<file path="src/rtl/ahb_apb_bridge_pkg.sv">
// Shared definitions for the AHB-to-APB bridge request path.
// A queued request entry is laid out MSB-first as {WRITE, ADDR, DATA}.
package ahb_apb_bridge_pkg;

    // The write-data field always starts at bit 0 of an entry.
    localparam int DATA_LSB = 0;

    // Total entry width: direction bit + address + write data.
    function automatic int entry_width(input int addr_w, input int data_w);
        return 1 + addr_w + data_w;
    endfunction

    // The address field sits directly above the write data.
    function automatic int addr_lsb(input int data_w);
        return data_w;
    endfunction

    // The direction bit is the entry MSB.
    function automatic int write_bit(input int addr_w, input int data_w);
        return addr_w + data_w;
    endfunction

endpackage

</file>
<file path="src/rtl/ahb_apb_fifo_mem.sv">
// Request storage: DEPTH x WIDTH register array.
// It has a synchronous write port and an asynchronous read port, so the
// head entry is visible in the same cycle its pointer changes.
// The array resets to 0, which keeps the head outputs defined out of reset.
module ahb_apb_fifo_mem #(
    parameter int DEPTH = 8,
    parameter int WIDTH = 65,
    parameter int PTR_W = $clog2(DEPTH)
) (
    input  logic             i_clk,
    input  logic             i_rst_n,
    input  logic             i_we,
    input  logic [PTR_W-1:0] i_waddr,
    input  logic [WIDTH-1:0] i_wdata,
    input  logic [PTR_W-1:0] i_raddr,
    output logic [WIDTH-1:0] o_rdata
);

    logic [WIDTH-1:0] r_mem [DEPTH];

    // Write the addressed entry on the rising edge; clear the array on reset.
    always_ff @(posedge i_clk or negedge i_rst_n) begin
        if (!i_rst_n) begin
            for (int i = 0; i < DEPTH; i++) begin
                r_mem[i] <= '0;
            end
        end else if (i_we) begin
            r_mem[i_waddr] <= i_wdata;
        end
    end

    assign o_rdata = r_mem[i_raddr];

endmodule

</file>
<file path="src/rtl/ahb_apb_req_fifo.sv">
// Request FIFO between the AHB slave interface and the APB master FSM.
// It queues complete requests {direction, address, write data} and shows the
// oldest one first-word-fall-through. It also reports occupancy, full and
// almost-full, and keeps sticky overflow/underflow flags.
// Handshake: an entry enters on valid && !full and leaves on Pready && transfer.
// full and transfer come only from the registered count, so the producer never
// races a same-cycle change. A push refused while full is lost, not retried.
module ahb_apb_req_fifo
    import ahb_apb_bridge_pkg::*;
#(
    parameter int ADDR_W   = 32,
    parameter int DATA_W   = 32,
    parameter int DEPTH    = 8,
    parameter int AF_LEVEL = DEPTH - 2
) (
    input  logic                       Hclk,
    input  logic                       Hresetn,
    input  logic                       valid,
    input  logic                       Hwrite_temp,
    input  logic [ADDR_W-1:0]          Haddr_temp,
    input  logic [DATA_W-1:0]          Hwdata_temp,
    input  logic                       flush,
    input  logic                       Pready,
    output logic                       transfer,
    output logic                       write_out,
    output logic [ADDR_W-1:0]          addr_out,
    output logic [DATA_W-1:0]          data_out,
    output logic                       full,
    output logic                       almost_full,
    output logic [$clog2(DEPTH):0]     count,
    output logic                       overflow,
    output logic                       underflow
);

    localparam int PTR_W   = $clog2(DEPTH);
    localparam int CNT_W   = PTR_W + 1;
    localparam int ENTRY_W = entry_width(ADDR_W, DATA_W);
    localparam int WR_BIT  = write_bit(ADDR_W, DATA_W);
    localparam int A_LSB   = addr_lsb(DATA_W);

    localparam logic [CNT_W-1:0] FULL_CNT = CNT_W'(DEPTH);
    localparam logic [CNT_W-1:0] AF_CNT   = CNT_W'(AF_LEVEL);

    logic [PTR_W-1:0]   r_wr_ptr;
    logic [PTR_W-1:0]   r_rd_ptr;
    logic [CNT_W-1:0]   r_count;
    logic               r_overflow;
    logic               r_underflow;

    logic               w_full;
    logic               w_empty;
    logic               w_push;
    logic               w_pop;
    logic [ENTRY_W-1:0] w_entry;
    logic [ENTRY_W-1:0] w_head;

    assign w_full  = (r_count == FULL_CNT);
    assign w_empty = (r_count == '0);

    // flush overrides both sides. Pointers wrap naturally because DEPTH is a
    // power of two.
    assign w_push  = valid  && !w_full  && !flush;
    assign w_pop   = Pready && !w_empty && !flush;
    assign w_entry = {Hwrite_temp, Haddr_temp, Hwdata_temp};

    ahb_apb_fifo_mem #(
        .DEPTH (DEPTH),
        .WIDTH (ENTRY_W),
        .PTR_W (PTR_W)
    ) u_mem (
        .i_clk   (Hclk),
        .i_rst_n (Hresetn),
        .i_we    (w_push),
        .i_waddr (r_wr_ptr),
        .i_wdata (w_entry),
        .i_raddr (r_rd_ptr),
        .o_rdata (w_head)
    );

    // Pointer and occupancy update; flush returns all three to empty.
    always_ff @(posedge Hclk or negedge Hresetn) begin
        if (!Hresetn) begin
            r_wr_ptr <= '0;
            r_rd_ptr <= '0;
            r_count  <= '0;
        end else if (flush) begin
            r_wr_ptr <= '0;
            r_rd_ptr <= '0;
            r_count  <= '0;
        end else begin
            if (w_push) begin
                r_wr_ptr <= r_wr_ptr + PTR_W'(1);
            end
            if (w_pop) begin
                r_rd_ptr <= r_rd_ptr + PTR_W'(1);
            end
            if (w_push && !w_pop) begin
                r_count <= r_count + CNT_W'(1);
            end else if (w_pop && !w_push) begin
                r_count <= r_count - CNT_W'(1);
            end
        end
    end

    // Sticky error flags record any attempt against a full or empty FIFO.
    // Only reset clears them.
    always_ff @(posedge Hclk or negedge Hresetn) begin
        if (!Hresetn) begin
            r_overflow  <= 1'b0;
            r_underflow <= 1'b0;
        end else begin
            if (valid && w_full) begin
                r_overflow <= 1'b1;
            end
            if (Pready && w_empty) begin
                r_underflow <= 1'b1;
            end
        end
    end

    assign transfer    = !w_empty;
    assign full        = w_full;
    assign almost_full = (r_count >= AF_CNT);
    assign count       = r_count;
    assign overflow    = r_overflow;
    assign underflow   = r_underflow;

    assign write_out = w_head[WR_BIT];
    assign addr_out  = w_head[A_LSB +: ADDR_W];
    assign data_out  = w_head[DATA_LSB +: DATA_W];

endmodule
</file>
<file path="config.mk">
export PLATFORM = sky130hd
export DESIGN_NAME = ahb_apb_req_fifo
export DESIGN_NICKNAME = d
export VERILOG_FILES = /design/src/rtl/ahb_apb_bridge_pkg.sv /design/src/rtl/ahb_apb_fifo_mem.sv /design/src/rtl/ahb_apb_req_fifo.sv
export SDC_FILE = /design/constraint.sdc
export NUM_CORES = 1
export LEC_CHECK = 0
export CORE_UTILIZATION = 30
export CTS_CLUSTER_SIZE = 20
export DETAILED_ROUTE_END_ITERATION = 10
export GPL_ROUTABILITY_DRIVEN = 1
export PLACE_DENSITY = 0.46
export SLEW_MARGIN = 20
export SYNTH_ARGS = -nofsm -noshare
export SYNTH_HDL_FRONTEND = slang
export SYNTH_SLANG_ARGS = --single-unit
</file>
<file path="constraint.sdc">
create_clock -name Hclk -period 3.23 [get_ports Hclk]
set_input_delay 0.646 -clock Hclk [delete_from_list [all_inputs] [get_ports Hclk]]
set_output_delay 0.646 -clock Hclk [all_outputs]
set_load 0.05 [all_outputs]
</file>
==> flow_summary.json <==
{
  "timing_worst_slew_pin_value_ns": 0.584,
  "detailed_place.area_sq_um": 27100,
  "critical_path_peak_fanout": 16,
  "hold_path.class": "reg -> reg",
  "timing.clock.skew_ns": 0.0183,
  "vias_per_cell": 4.86,
  "final_max_slew_viol_count": 0,
  "slew-limit-headroom_pct": 61.1,
  "clk-insertion-delay-late_ns": 0.64,
  "sequentialPowerShare_pct": 34.7,
  "initial_antenna_violation_count": 5,
  "dpl.hpwl_um": 35000,
  "num_io_pins": 144,
  "chipHeight_um": 286,
  "area_of_the_mapped_netlist_sq_um": 24200,
  "chipWidth_um": 286,
  "synth_top_family_by_area": "multiplexers",
  "nets": 1669,
  "outcome": "finished, final reports clean",
  "drive_above_1_share_pct": 51.9,
  "critical_path_capture_point_type": "output port",
  "terminus_of_the_critical_flop_to_flop_path": "count[3]",
  "fin_area_sq_um": 29300,
  "syn_inst": 1416,
  "antenna_violating_nets_post_route": 0,
  "drtPass1Iterations": 4,
  "cts.path.max_buffers": 3,
  "r2r_cells": 8,
  "synth_cell_types": 38,
  "post_synth_xor_area_fraction_pct": 0.217,
  "mostFrequentLayoutCells": "dfrtp_1, mux2_2, mux4_2",
  "rsz0062_at_grt": "yes",
  "power.switching_fraction_pct": 35.2,
  "synthSimpleGateAreaFrac_pct": 0.817,
  "placement.io_buffers": 143,
  "grt_pass1_vias": 14680,
  "synth_fa_ha_area_share_pct": 0.290,
  "drc": 0,
  "crit_path_kind": "reg -> out",
  "postSynthAreaPerCell_sq_um": 17.1,
  "critPathLaunch": "r_rd_ptr[0]",
  "synth_mux_area_share_pct": 40.2,
  "yosys_register_bits": 532,
  "die_area_sq_um": 81800,
  "cp.arrival_ns": 2.57,
  "reg2reg_slack_ns": 0.38,
  "critical_path_required_ns": 2.58,
  "fin_tns_setup_ns": 0,
  "final_setup_viols": 0,
  "power.combinational.fraction_pct": 39.9,
  "syn_nets": 1491,
  "via_count": 13066,
  "final.period_utilization_pct": 99.4,
  "finalNonFillerCells": 2690,
  "hold_viol_final": 0,
  "antenna_cells_inserted": 0,
  "drt-wirelength-per-cell_um": 22.2,
  "grtUsageTotal_pct": 15.0,
  "power.internal_mw": 17.6,
  "postRouteWirelength_um": 59800,
  "timing.max_cap.violations": 0,
  "p_per_area_nw_per_um2": 926,
  "power.leakage_nw": 13.1,
  "mostFrequentLayoutCell": "dfrtp_1",
  "globalRoute.totalOverflow": 0,
  "root_buffer": "clkbuf_16",
  "final_core_utilization_pct": 36.9,
  "timing.critical_path.from_type": "flip-flop",
  "htreeDepth": 2,
  "yosys_warnings": 0,
  "cts_made_buffers": 61,
  "total_placed_cells_including_tap_cells": 2573,
  "cts_tree": "built",
  "dr.first_iter.drc_count": 567,
  "proportion_of_power_drawn_by_the_clock_network_pct": 25.4,
  "net-switching-power_mw": 9.54,
  "ir_drop_mv": 0.510,
  "clock_sinks": 532,
  "first_pass_grt_wire_length_um": 93800,
  "gp_congestion": 0.694,
  "rows": 103,
  "cts.reportedPaths.clkPinSlew_ns": 0.06,
  "final.fill_count": 7516,
  "end_point_of_the_critical_path": "data_out[1]",
  "r2r-start": "count[1]",
  "synth-seq-area-share_pct": 55.0,
  "layout-area-overhead-vs-synth_pct": 20.9,
  "synth_compound_gate_area_share_pct": 0.455,
  "initial_core_util_pct": 30.5,
  "core_area_sq_um": 79400,
  "fin_crit_ns": 3.21,
  "fmax_ghz": 0.311,
  "grt_start_max_net_pins": 73
}
## power by group through the flow
stage	Clock (mW)	Sequential [mW]	Combinational (mW)
2_1_floorplan	0	9.22	7.73
3_3_place_gp	0	9.51	10.6
3_5_place_dp	0	9.58	10.7
4_1_cts	7.16	9.41	11.0
5_1_grt	7.42	9.65	11.5
6_report	6.89	9.40	10.8
## routing by layer
metal / wire length [um] / up-vias / track usage, %
li1: - / 5674 / -
met4: 998 / 8 / 3.09
met1: 28300 / 7148 / 21.1
met5: 47 / - / 0
met3: 2260 / 73 / 2.85
met2: 28200 / 163 / 23.9
## metrics by stage
step	hold WS [ns]	power (mW)	setup WS, ns
finish	0.464	27.1	0.0182
global route	0.493	28.6	-0.0715
CTS	0.462	27.6	-0.0547
detailed placement	0.448	20.3	0.0990
global placement	0.454	20.1	0.109
floorplan	0.350	17.0	0.210
## flip-flops by register name (all words and copies together) (netlist names)
register     flops
underflow        1
u_mem.r_mem    520
count            4
overflow         1
r_rd_ptr         3
r_wr_ptr         3
## kinds of logic after synthesis
logic type               Yosys count
XOR/XNOR                           6
multiplexers                     717
buffers and inverters            106
flip-flops                       532
AO/OA/AOI/OAI                     16
AND/OR/NAND/NOR                   34
adder cells (fa/ha/maj)            5
## cells in the mapped netlist
cell      number  area share, %
nor4b_2        1          0.062
a21o_1         3          0.093
or4_1          1          0.031
mux2i_1        1          0.041
a21oi_1        5           0.10
mux2_4        50            3.1
dfrtp_1      532             55
buf_1          3          0.047
nand2b_1       1          0.026
nand3_1        4          0.083
a211oi_1       2          0.062
o311a_1        1          0.041
buf_8          5           0.31
mux2_2       427             20
nor2_1        10           0.16
or4_4          1          0.047
o41ai_1        1          0.036
buf_6         20           0.93
nand3b_1       2          0.062
buf_2         24           0.50
nand2_1        8           0.12
fa_1           1          0.083
inv_4          1          0.026
o41a_1         1          0.047
xnor2_1        3           0.11
o21bai_1       1          0.031
xor2_1         3           0.11
nor3_1         2          0.041
or4b_1         1          0.041
inv_1          5          0.078
o21ai_0        2          0.041
clkbuf_1      27           0.42
ha_1           4           0.21
nor3_2         1          0.041
mux2_1       108            5.0
mux4_2       131             12
nor3b_2        2           0.10
buf_4         21           0.65
## cell type report
type	instances	area [sq um]	area share, %
Clock buffer	99	1890	6.46
Inverter	6	25.0	0.0855
Tap cell	1050	1310	4.49
Clock inverter	10	129	0.441
Multi-Input combinational cell	778	10200	35.0
Timing Repair Buffer	215	2350	8.02
Sequential cell	532	13300	45.5
## worst max-delay path: stages (launching register included)
cell and delay, ns:
dfrtp_4 0.41, buf_12 0.16, bufbuf_16 0.35, mux4_2 0.52
mux2_2 0.29, buf_4 0.19
## worst min-delay path by stage
stage                     startpoint  endpoint  slack, ns  cells after the start
after global routing        overflow  overflow       0.49                      1
after detailed placement    overflow  overflow       0.45                      1
after global placement      overflow  overflow       0.45                      1
final                       overflow  overflow       0.46                      1
after CTS                   overflow  overflow       0.46                      1
after floorplan              Hresetn  count[0]       0.35                      0
## repair_timing
| item | CTS | global route |
|---|---|---|
| endpoints found under the hold margin | 41 | 0 |
| gates cloned | 1 | 1 |
| setup buffers | 5 | 0 |
| endpoints found under the setup margin | 65 | 58 |
| resized for setup | 14 | 3 |
| hold buffers | 1 | 0 |
Note: power is estimated with default switching activity, not from simulation.
